===== src/rtl/bram_8_rd_stream.sv =====
// bram_8_rd_stream
// Streaming reader for the 8-bit port of the 8 KB dual-port frame buffer.
// A (start address, byte count) command is turned into consecutive byte
// reads (address wraps 8191 -> 0). The returned bytes travel through a small
// output FIFO onto a valid/ready byte stream.
// Reads are issued only while the FIFO has room for every byte already
// requested. A read in flight therefore always has a slot waiting, and
// downstream backpressure can never cause a byte to be lost.
//
// Optional feature macro: BRAM_RD_STREAM_LAST_EN
//   defined   - each FIFO entry carries a last flag, and last_out marks the
//               final byte of every command
//   undefined - no flag storage, last_out is tied low, and done_out is the
//               only end-of-command marker

module bram_8_rd_stream #(
    parameter int FIFO_DEPTH = 4
) (
    input  logic        clk_in,
    input  logic        rst_n_in,
    input  logic        cmd_valid_in,
    output logic        cmd_ready_out,
    input  logic [12:0] cmd_addr_in,
    input  logic [13:0] cmd_len_in,
    output logic        en_b_out,
    output logic [12:0] addr_b_out,
    output logic        we_b_out,
    input  logic [7:0]  rd_d_b_in,
    output logic [7:0]  data_out,
    output logic        valid_out,
    input  logic        ready_in,
    output logic        last_out,
    output logic        done_out
);

    localparam int PTR_W = (FIFO_DEPTH > 1) ? $clog2(FIFO_DEPTH) : 1;
    localparam int CNT_W = PTR_W + 1;
    localparam logic [CNT_W-1:0] DEPTH_C = CNT_W'(FIFO_DEPTH);

    typedef enum logic [1:0] {
        ST_IDLE  = 2'd0,
        ST_READ  = 2'd1,
        ST_DRAIN = 2'd2
    } state_t;

    state_t            state_reg;
    state_t            state_next;

    logic [12:0]       addr_cur_reg;     // next address to issue
    logic [12:0]       addr_last_reg;    // last address driven, held while idle
    logic [13:0]       remaining_reg;    // reads still to be issued
    logic              inflight_reg;     // a read was issued last cycle
    logic              done_reg;

    logic [PTR_W-1:0]  wr_ptr_reg;
    logic [PTR_W-1:0]  rd_ptr_reg;
    logic [CNT_W-1:0]  fifo_count_reg;
    logic [7:0]        fifo_data [FIFO_DEPTH];

    logic              cmd_hs;
    logic              issue;
    logic              push;
    logic              pop;
    logic              final_xfer;
    logic [CNT_W-1:0]  occupancy;

    // Handshake, issue, FIFO strobes and end-of-command detection
    always_comb begin
        cmd_hs     = cmd_valid_in && (state_reg == ST_IDLE);
        occupancy  = fifo_count_reg + CNT_W'(inflight_reg);
        issue      = (state_reg == ST_READ) && (occupancy < DEPTH_C);
        push       = inflight_reg;
        pop        = valid_out && ready_in;
        // In DRAIN nothing more is requested, so the command has ended
        // once the only byte left in the FIFO leaves it.
        final_xfer = (state_reg == ST_DRAIN) && pop && !inflight_reg
                     && (fifo_count_reg == CNT_W'(1));
    end

    // State register
    always_ff @(posedge clk_in or negedge rst_n_in) begin
        if (!rst_n_in) begin
            state_reg <= ST_IDLE;
        end else begin
            state_reg <= state_next;
        end
    end

    // Next-state logic
    always_comb begin
        state_next = state_reg;
        unique case (state_reg)
            ST_IDLE: begin
                if (cmd_hs && (cmd_len_in != 14'd0)) begin
                    state_next = ST_READ;
                end
            end
            ST_READ: begin
                if (issue && (remaining_reg == 14'd1)) begin
                    state_next = ST_DRAIN;
                end
            end
            ST_DRAIN: begin
                if (final_xfer) begin
                    state_next = ST_IDLE;
                end
            end
            default: state_next = ST_IDLE;
        endcase
    end

    // Address / byte counter: load on command, advance on every issue
    always_ff @(posedge clk_in or negedge rst_n_in) begin
        if (!rst_n_in) begin
            addr_cur_reg  <= '0;
            addr_last_reg <= '0;
            remaining_reg <= '0;
        end else if (cmd_hs) begin
            addr_cur_reg  <= cmd_addr_in;
            remaining_reg <= cmd_len_in;
        end else if (issue) begin
            addr_cur_reg  <= addr_cur_reg + 13'd1;
            addr_last_reg <= addr_cur_reg;
            remaining_reg <= remaining_reg - 14'd1;
        end
    end

    // In-flight tracking and the completion pulse
    always_ff @(posedge clk_in or negedge rst_n_in) begin
        if (!rst_n_in) begin
            inflight_reg <= 1'b0;
            done_reg     <= 1'b0;
        end else begin
            inflight_reg <= issue;
            done_reg     <= (cmd_hs && (cmd_len_in == 14'd0)) || final_xfer;
        end
    end

    // FIFO pointers and occupancy; a push and a pop together leave count unchanged
    always_ff @(posedge clk_in or negedge rst_n_in) begin
        if (!rst_n_in) begin
            wr_ptr_reg     <= '0;
            rd_ptr_reg     <= '0;
            fifo_count_reg <= '0;
        end else begin
            if (push) begin
                wr_ptr_reg <= wr_ptr_reg + PTR_W'(1);
            end
            if (pop) begin
                rd_ptr_reg <= rd_ptr_reg + PTR_W'(1);
            end
            case ({push, pop})
                2'b10:   fifo_count_reg <= fifo_count_reg + CNT_W'(1);
                2'b01:   fifo_count_reg <= fifo_count_reg - CNT_W'(1);
                default: fifo_count_reg <= fifo_count_reg;
            endcase
        end
    end

    // FIFO storage, one register per entry so the head reads 0 straight after reset
    genvar gi;
    generate
        for (gi = 0; gi < FIFO_DEPTH; gi++) begin : g_entry
            logic [7:0] data_reg;

            // Capture returning read data when this entry is the write slot
            always_ff @(posedge clk_in or negedge rst_n_in) begin
                if (!rst_n_in) begin
                    data_reg <= '0;
                end else if (push && (wr_ptr_reg == PTR_W'(gi))) begin
                    data_reg <= rd_d_b_in;
                end
            end

            assign fifo_data[gi] = data_reg;
        end
    endgenerate

`ifdef BRAM_RD_STREAM_LAST_EN
    logic fifo_last [FIFO_DEPTH];
    logic inflight_last_reg;

    // Remember whether the read in flight is the final byte of its command
    always_ff @(posedge clk_in or negedge rst_n_in) begin
        if (!rst_n_in) begin
            inflight_last_reg <= 1'b0;
        end else begin
            inflight_last_reg <= issue && (remaining_reg == 14'd1);
        end
    end

    generate
        for (gi = 0; gi < FIFO_DEPTH; gi++) begin : g_last
            logic last_reg;

            // Last flag travels alongside its byte
            always_ff @(posedge clk_in or negedge rst_n_in) begin
                if (!rst_n_in) begin
                    last_reg <= 1'b0;
                end else if (push && (wr_ptr_reg == PTR_W'(gi))) begin
                    last_reg <= inflight_last_reg;
                end
            end

            assign fifo_last[gi] = last_reg;
        end
    endgenerate

    assign last_out = valid_out && fifo_last[rd_ptr_reg];
`else
    assign last_out = 1'b0;
`endif

    // Outputs
    assign cmd_ready_out = (state_reg == ST_IDLE);
    assign en_b_out      = issue;
    assign addr_b_out    = issue ? addr_cur_reg : addr_last_reg;
    assign we_b_out      = 1'b0;
    assign valid_out     = (fifo_count_reg != '0);
    assign data_out      = fifo_data[rd_ptr_reg];
    assign done_out      = done_reg;

endmodule


===== config.mk =====
export PLATFORM = sky130hd
export DESIGN_NAME = bram_8_rd_stream
export DESIGN_NICKNAME = d
export VERILOG_FILES = /design/src/rtl/bram_8_rd_stream.sv
export SDC_FILE = /design/constraint.sdc
export NUM_CORES = 1
export LEC_CHECK = 0
export BUFFER_PORTS_ARGS = -buffer_cell sky130_fd_sc_hd__buf_2
export CAP_MARGIN = 0
export CORE_ASPECT_RATIO = 1.2
export CORE_MARGIN = 2
export CORE_UTILIZATION = 27
export CTS_BUF_LIST = sky130_fd_sc_hd__clkbuf_4 sky130_fd_sc_hd__clkbuf_8 sky130_fd_sc_hd__clkbuf_16
export CTS_CLUSTER_SIZE = 30
export DETAILED_ROUTE_END_ITERATION = 7
export GPL_ROUTABILITY_DRIVEN = 0
export MAX_ROUTING_LAYER = met4
export PLACE_DENSITY = 0.48
export SYNTH_ARGS = -nofsm -noshare
export SYNTH_HDL_FRONTEND = slang
export SYNTH_SLANG_ARGS = --single-unit

===== constraint.sdc =====
create_clock -name clk_in -period 2.9 [get_ports clk_in]
set_input_delay 0.435 -clock clk_in [delete_from_list [all_inputs] [get_ports clk_in]]
set_output_delay 0.435 -clock clk_in [all_outputs]
set_load 0.02 [all_outputs]

# Word-level counts from Yosys, hierarchy flattened
# Index checks and enable logic that the tools add are counted.
[classes]
n_addsub = 7
multipliers = 0
div_mod_pow = 0
magnitude_cmp = 2
eq_ne = 12
shift = 0
n_mux = 13
n_bitwise = 1
n_reduce_logical = 23
[ops]
columns = ["operator", "n"]
rows = [
  ["$mux W13", 3],
  ["$mux W14", 2],
  ["$bmux W8 S2", 1],
  ["$mux W8", 2],
  ["$eq A14 B1 Y1 const B", 1],
  ["$logic_not A14 Y1", 1],
  ["$reduce_bool A14 Y1", 1],
  ["$sub A14 B1 Y14 const B", 1],
  ["$add A13 B1 Y13 const B", 1],
  ["$logic_and A1 B1 Y1", 13],
  ["$eq A2 B2 Y1 const B", 4],
  ["$eq A2 B1 Y1 const B", 3],
  ["$mux W2", 3],
  ["$pmux W2 S3", 1],
  ["$pmux W3 S2", 1],
  ["$add A2 B1 Y2 const B", 2],
  ["$logic_not A2 Y1", 2],
  ["$ne A2 B1 Y1 const B", 2],
  ["$reduce_bool A2 Y1", 2],
  ["$add A3 B1 Y3", 1],
  ["$add A3 B1 Y3 const B", 1],
  ["$eq A3 B1 Y1 const B", 1],
  ["$ge A3 B3 Y1 const B", 1],
  ["$lt A3 B3 Y1 const B", 1],
  ["other kinds (7)", 7],
]
[word_totals]
regBits = 83
latch_bits = 0
ramBits = 0
mem_bits_ro = 0
input_bits = 39
out_inout_bits = 27
elab_cells = 71
memories = 0

# Logic depth before layout (Yosys ltp)
# Gate-level depths: netlist of run 1.
[depth]
ltp_word = 7
mapped_depth = 8
ltp_nobuf = 8

# Worst setup path after synthesis of run 1
# No wires, ideal clock.
[synth_timing]
path_kind = "register -> output"
startpoint = "register inflight_reg"
endpoint = "output addr_b_out[11]"
arrival_time_ps = 1798
required_time_ps = 2465
slack_ps = 667
stages_incl_launch_ff = 7
n_path_buf = 2
path_cell_list = "dfrtp_1 buf_2 and3_4 xnor2_2 nand2_1 buf_2 o21ai_0"
[synth_via]
elab_chain_len = 4
[synth_lines]
columns = ["item", "line_no", "rtl"]
rows = [
  ["start: declaration", "52", "logic inflight_reg;"],
  ["start signal: assignment", "134", "inflight_reg <= issue;"],
  ["$add A3 B1 Y3", "70", "occupancy = fifo_count_reg + CNT_W'(inflight_reg);"],
  ["$lt A3 B3 Y1", "71", "issue = (state_reg == ST_READ) && (occupancy < DEPTH_C);"],
  ["$logic_and A1 B1 Y1", "71", ""],
  ["$mux W13", "217", "assign addr_b_out = issue ? addr_cur_reg : addr_last_reg;"],
  ["end: declaration", "26", "output logic [12:0] addr_b_out,"],
]
# No other way between the ends.

# Worst setup path after layout of run 1
[layout_timing]
startpoint = "register inflight_reg"
endpoint = "output addr_b_out[1]"
# The elaborated chain is that of the path after synthesis.

==> qor.csv, run 1 <==
stage,metric,value,unit
min_path,hold crit path type,in2async,
sta,clk_skew,0.00380,ns
sta,max-slew violation count,0,
synthesis,post-synth top area share,51.1,%
die,Die H,138,um
placement,placed insts,629,
setup_path,Worst EP required,2.47,ns
global_routing,total congestion overflow,0,
cells_and_area,"commonest cells after routing, fill and taps aside","dfrtp_1 (83), nand2_1 (77), buf_2 (62), mux2_2 (32), o21ai_0 (16)",
synthesis,average size of a mapped cell,10.9,sq um
routing,via count,3009,
setup_path,r2r endpoint,addr_cur_reg[6],
global_routing,initial antenna violation count,0,
sta,total negative slack,0,ns
pwr,Power Total,6.31,mW
run_status,outcome,finished clean,
die,core area,14800,sq um
cells_and_area,Area Growth Syn to Fin,20.9,%
clocking,maximum clock path buffer count,2,
sta,Slew headroom,28.4,%
synthesis,sequential share of the synthesized area,51.1,%
routing,routed len/inst,15.0,um
placement,IO Port Bufs,63,
sta,worst slew pin tran,1.07,ns
clocking,worst-skew pair later-pin latency,0.34,ns
clocking,postcts setup bufs,0,
die,die area,16100,sq um
placement,placed cell area,4590,sq um
sta,Final period util,89.8,%
cells_and_area,"commonest non-fill, non-tap cell in the layout",dfrtp_1,
cells_and_area,fin util,33.1,%
setup_path,reg-to-reg startpoint,inflight_reg,
cells_and_area,"Design Area, Final",4920,sq um
sta,final hold violation count,0,
setup_path,crit path kind,reg2out,
sta,crit path time final,2.60,ns
synthesis,"Cell Area, Synth",4070,sq um
clocking,CTS clock-pin slew for the worst setup and hold paths,0.06,ns
clocking,cts hold-fix bufs,0,
routing,DR iter-0 viols,184,
die,Initial Util,27.4,%
routing,routed wire length,9.65,mm
setup_path,critical-path cell with the highest stage delay,dfrtp_1,
setup_path,reg2reg path depth,6,
clocking,CTS tree,yes,
synthesis,Seq cells post-synth,83,
routing,DR vias/cell,4.67,
routing,post-route ant nets,0,
setup_path,R2R setup slack,0.98,ns
synthesis,largest area contributor in the netlist,dfrtp_1,
cells_and_area,Fillers,1551,
clocking,Sink Count,83,
routing,Remaining DRCs,0,
clocking,CTS H-Tree Depth,3,
global_routing,largest net degree at the start of global routing,84,
synthesis,number of flops mapped to enable cells by yosys,0,
synthesis,synthesized instance count,373,
synthesis,Synth warnings,0,
placement,DP Wirelength,6.92,mm
global_routing,vias in the first global route,3066,
cells_and_area,fin nets,487,
setup_path,Worst Setup Start Kind,register,
sta,RSZ-0062 raised after global routing,no,
synthesis,"FFs w/ async S/R, synth",100,%
cells_and_area,fin cells,645,
pwr,PwrDens,1280,nW/um^2
die,Die X,116,um
die,boundary pin count,66,
cells_and_area,Largest register FFs,32,
die,cell row count,49,
synthesis,Synth area leaders,"dfrtp_1 (51%), mux2_2 (8.9%), nand2_1 (7.1%)",
clocking,post-CTS sizing,0,
setup_path,Critical Path Max Stage Delay,0.48,ns
cells_and_area,antenna cells,0,
setup_path,CP max FO,23,
synthesis,Cell variety after synth,47,
setup_path,Worst Path Arrival,2.17,ns
global_routing,first-pass GRT wire length,15.9,mm
clocking,TritonCTS Buffers,9,
synthesis,dominant synthesized flop cell,dfrtp_1,
cells_and_area,ratio of cells with drive above 1 in the final layout,29.7,%
clocking,CTS Root Cell,clkbuf_16,
sta,Max Clk Rate,384,MHz
run,Max Cap Viol,0,
routing,drt pass-1 iters,4,
pwr,worst IR drop on VDD,342,uV
setup_path,Crit. End Element,primary output,
pwr,P_leak,2.18,nW
global_routing,Tot GR Track Use,13.3,%
setup_path,"Critical Path, Cell by Cell","and3_4, xnor2_2, nand2_1, buf_4, o21ai_0, buf_2",
sta,Setup-failing EPs final,0,
## critical path, delay by kind of cell, from the launching register on
family                    cells  cell delay, ns
DFF                           1            0.48
AOI/OAI and AO/OA             1            0.21
xor gates and xnor gates      1            0.31
and+or+nand+nor               2            0.39
buffers and inverters         2            0.45
## per-layer routing
| metal | track usage (%) | vias up | routed length (um) |
|---|---|---|---|
| met5 | - | - | 0 |
| met4 | 5.08 | 0 | 163 |
| met3 | 2.50 | 11 | 421 |
| met2 | 21.1 | 81 | 4650 |
| met1 | 16.7 | 1471 | 4420 |
| li1 | - | 1446 | - |
## cell families after synthesis
group / count (synthesis) / share of synthesized area, %
adders and majority gates: 12 / 3.69
other: 1 / 0.0922
DFF: 83 / 51.1
and+or+nand+nor: 143 / 16.4
AOI/OAI and AO/OA: 50 / 8.40
buffers and inverters: 26 / 2.80
xor gates and xnor gates: 17 / 4.03
muxes: 41 / 13.5
## synth_stat cells (2+ instances only)
master and number:
or3_1 3, o21ai_0 16, xor2_1 5, a221o_1 4
mux4_2 8, nand4_1 3, and3_1 3, nand2_1 77
buf_2 7, o211ai_1 7, nor3_1 10, buf_4 2
and2_1 3, o311ai_0 5, mux2_2 32, a211oi_1 5
nor4_1 5, clkbuf_1 5, a311oi_1 2, o22ai_1 2
a21oi_1 5, ha_1 12, nand3_1 10, nand2b_1 4
or4_1 2, nor2_1 15, dfrtp_1 83, inv_1 10
xnor2_1 10
## worst max-delay path by stage
stage	cells past startpoint	end	from
after floorplan	6	addr_b_out[11]	inflight_reg
after global placement	7	addr_b_out[10]	inflight_reg
after detailed placement	7	addr_b_out[10]	inflight_reg
after CTS	7	addr_b_out[10]	inflight_reg
after global routing	7	addr_b_out[0]	inflight_reg
final	6	addr_b_out[1]	inflight_reg
## where the power goes
| part | switching [mW] | total (mW) | internal (mW) |
|---|---|---|---|
| logic | 1.62 | 2.85 | 1.23 |
| clock network | 0.446 | 1.25 | 0.803 |
| registers | 0.464 | 2.21 | 1.74 |
## area by class of cell
class | count | area (sq um) | share of cell area, %
clock buffer | 14 | 263 | 5.34
clock inverter | 2 | 60.1 | 1.22
inverter | 11 | 41.3 | 0.840
multi-input combinational | 265 | 1880 | 38.2
sequential | 83 | 2080 | 42.2
tap | 204 | 255 | 5.19
timing repair buffer | 66 | 340 | 6.92
## per-stage QoR
step           hold WS, ns  setup slack (ns)
2_1_floorplan        0.139             0.667
3_3_place_gp         0.454             0.682
4_1_cts              0.298             0.253
3_5_place_dp         0.458             0.634
5_1_grt              0.325            0.0893
6_report             0.294             0.296
Note: power is estimated with default switching activity, not from simulation.
==> run 2: changes to the inputs <==
--- a/config.mk
+++ b/config.mk
@@ -7,6 +7,8 @@
 export LEC_CHECK = 0
 export BUFFER_PORTS_ARGS = -buffer_cell sky130_fd_sc_hd__buf_2
 export CAP_MARGIN = 0
+export CELL_PAD_IN_SITES_DETAIL_PLACEMENT = 0
+export CELL_PAD_IN_SITES_GLOBAL_PLACEMENT = 1
 export CORE_ASPECT_RATIO = 1.2
 export CORE_MARGIN = 2
 export CORE_UTILIZATION = 27
@@ -15,7 +17,7 @@
 export DETAILED_ROUTE_END_ITERATION = 7
 export GPL_ROUTABILITY_DRIVEN = 0
 export MAX_ROUTING_LAYER = met4
-export PLACE_DENSITY = 0.48
+export PLACE_DENSITY = 0.57
 export SYNTH_ARGS = -nofsm -noshare
 export SYNTH_HDL_FRONTEND = slang
 export SYNTH_SLANG_ARGS = --single-unit
==> constraint.sdc (replaced) <==
create_clock -name clk_in -period 3.1 [get_ports clk_in]
set_input_delay 0.465 -clock clk_in [delete_from_list [all_inputs] [get_ports clk_in]]
set_output_delay 0.465 -clock clk_in [all_outputs]
set_load 0.02 [all_outputs]
==> qor.csv, run 2 (synthesis results as in run 1) <==
stage,metric,value,unit
routing,drt pass-1 iters,4,
cells_and_area,Largest register FFs,32,
clocking,postcts setup bufs,0,
clocking,cts hold-fix bufs,0,
cells_and_area,Area Growth Syn to Fin,21.6,%
sta,crit path time final,2.87,ns
sta,RSZ-0062 raised after global routing,no,
setup_path,Crit path top cell by count,nand2_1,
die,boundary pin count,66,
routing,DR vias/cell,4.65,
pwr,worst IR drop on VDD,396,uV
clocking,worst-skew pair later-pin latency,0.35,ns
setup_path,critical-path cell with the highest stage delay,dfrtp_1,
run,Max Cap Viol,0,
die,Initial Util,27.4,%
sta,Final period util,92.6,%
sta,Slew headroom,55.7,%
routing,Remaining DRCs,0,
cells_and_area,"commonest non-fill, non-tap cell in the layout",dfrtp_1,
global_routing,initial antenna violation count,0,
setup_path,crit-path leading delay family,buffers and inverters,
sta,worst slew pin tran,0.663,ns
placement,DP Wirelength,7.13,mm
pwr,P_leak,2.19,nW
routing,post-route ant nets,0,
setup_path,CP max FO,16,
setup_path,"Critical Path, Cell by Cell","and3_4, xnor2_2, nand2_1, buf_4, inv_2, nand2_1, nand2_1, buf_2",
cells_and_area,fin nets,489,
routing,via count,3006,
cells_and_area,ratio of cells with drive above 1 in the final layout,30.0,%
clocking,Sink Count,83,
setup_path,Critical Path Max Stage Delay,0.48,ns
global_routing,first-pass GRT wire length,15.9,mm
clocking,CTS H-Tree Depth,3,
placement,IO Port Bufs,63,
routing,routed wire length,9.76,mm
clocking,maximum clock path buffer count,2,
global_routing,total congestion overflow,0,
cells_and_area,"commonest cells after routing, fill and taps aside","dfrtp_1 (83), nand2_1 (77), buf_2 (62), mux2_2 (32), o21ai_0 (16)",
setup_path,Crit. End Element,primary output,
placement,placed cell area,4620,sq um
sta,final hold violation count,0,
die,cell row count,49,
min_path,hold crit path type,in2async,
sta,Max Clk Rate,348,MHz
sta,clk_skew,0.0100,ns
setup_path,R2R setup slack,0.95,ns
clocking,post-CTS sizing,0,
setup_path,Worst EP required,2.63,ns
setup_path,crit path kind,reg2out,
cells_and_area,antenna cells,0,
global_routing,Tot GR Track Use,13.1,%
setup_path,Worst Setup Start Kind,register,
pwr,PwrDens,1200,nW/um^2
clocking,CTS Root Cell,clkbuf_16,
cells_and_area,Fillers,1547,
routing,routed len/inst,15.1,um
setup_path,Worst Path Arrival,2.41,ns
die,core area,14800,sq um
sta,total negative slack,0,ns
die,die area,16100,sq um
routing,DR iter-0 viols,135,
global_routing,vias in the first global route,3072,
run_status,outcome,finished clean,
clocking,CTS tree,yes,
setup_path,CP bufs+invs,3,
sta,max-slew violation count,0,
global_routing,largest net degree at the start of global routing,43,
sta,Setup-failing EPs final,0,
die,Die H,138,um
clocking,TritonCTS Buffers,9,
cells_and_area,"Design Area, Final",4950,sq um
die,Die X,116,um
clocking,CTS clock-pin slew for the worst setup and hold paths,0.06,ns
placement,placed insts,631,
cells_and_area,fin cells,647,
run 2: cell count changes in the layout (fill, tap and decap cells not counted):
cell	before	now
buf_12	0	1
buf_4	4	5
clkbuf_4	5	0
clkinv_2	0	1
clkinv_4	0	2
inv_6	0	2
run 2: layout make-up:
class / instances / area, sq um / share of cell area (%)
tap: 204 / 255 / 5.16
sequential: 83 / 2080 / 42.0
multi-input combinational: 265 / 1880 / 38.0
clock inverter: 7 / 100 / 2.02
clock buffer: 9 / 225 / 4.55
inverter: 11 / 41.3 / 0.835
timing repair buffer: 68 / 368 / 7.44
run 2: power by group:
group | internal [mW] | switching [mW]
sequential | 1.63 | 0.436
clock | 0.713 | 0.466
combinational | 1.17 | 1.52
run 2: worst register-to-register path: stages (launching register included):
cell and delay, ns:
dfrtp_1 0.48, and3_4 0.25, xnor2_2 0.37, nand2_1 0.13, buf_4 0.20, inv_2 0.24, a21oi_1 0.11, o221a_2 0.26
run 2: through the flow:
step / utilization, % / hold WS (ns) / total power [mW] / setup WS [ns]
floorplan: - / 0.169 / 3.99 / 0.837
global route: 33.3 / 0.153 / 6.40 / 0.0155
global placement: 31.2 / 0.455 / 4.78 / 0.576
finish: 33.3 / 0.106 / 5.93 / 0.230
CTS: 33.3 / 0.131 / 6.02 / 0.169
detailed placement: 31.2 / 0.457 / 4.83 / 0.544
run 2: worst paths after layout:
check	cells after the start	to	startpoint
min in group clk_in	3	addr_cur_reg[0]	cmd_addr_in[0]
worst min register to register	2	addr_last_reg[0]	addr_last_reg[0]
worst min-delay path	1	g_entry[2].data_reg[2]	rst_n_in
max in group asynchronous	2	addr_cur_reg[5]	rst_n_in
worst max-delay path	8	addr_b_out[0]	inflight_reg
worst max register to register	7	addr_cur_reg[6]	inflight_reg
run 2: per-layer routing:
| layer | up-vias | GRT usage (%) | part of all wire (%) |
|---|---|---|---|
| met2 | 62 | 20.5 | 48 |
| li1 | 1450 | - | - |
| met3 | 11 | 3.02 | 3.8 |
| met5 | - | - | 0 |
| met4 | 0 | 3.95 | 1.3 |
| met1 | 1483 | 17.0 | 47 |
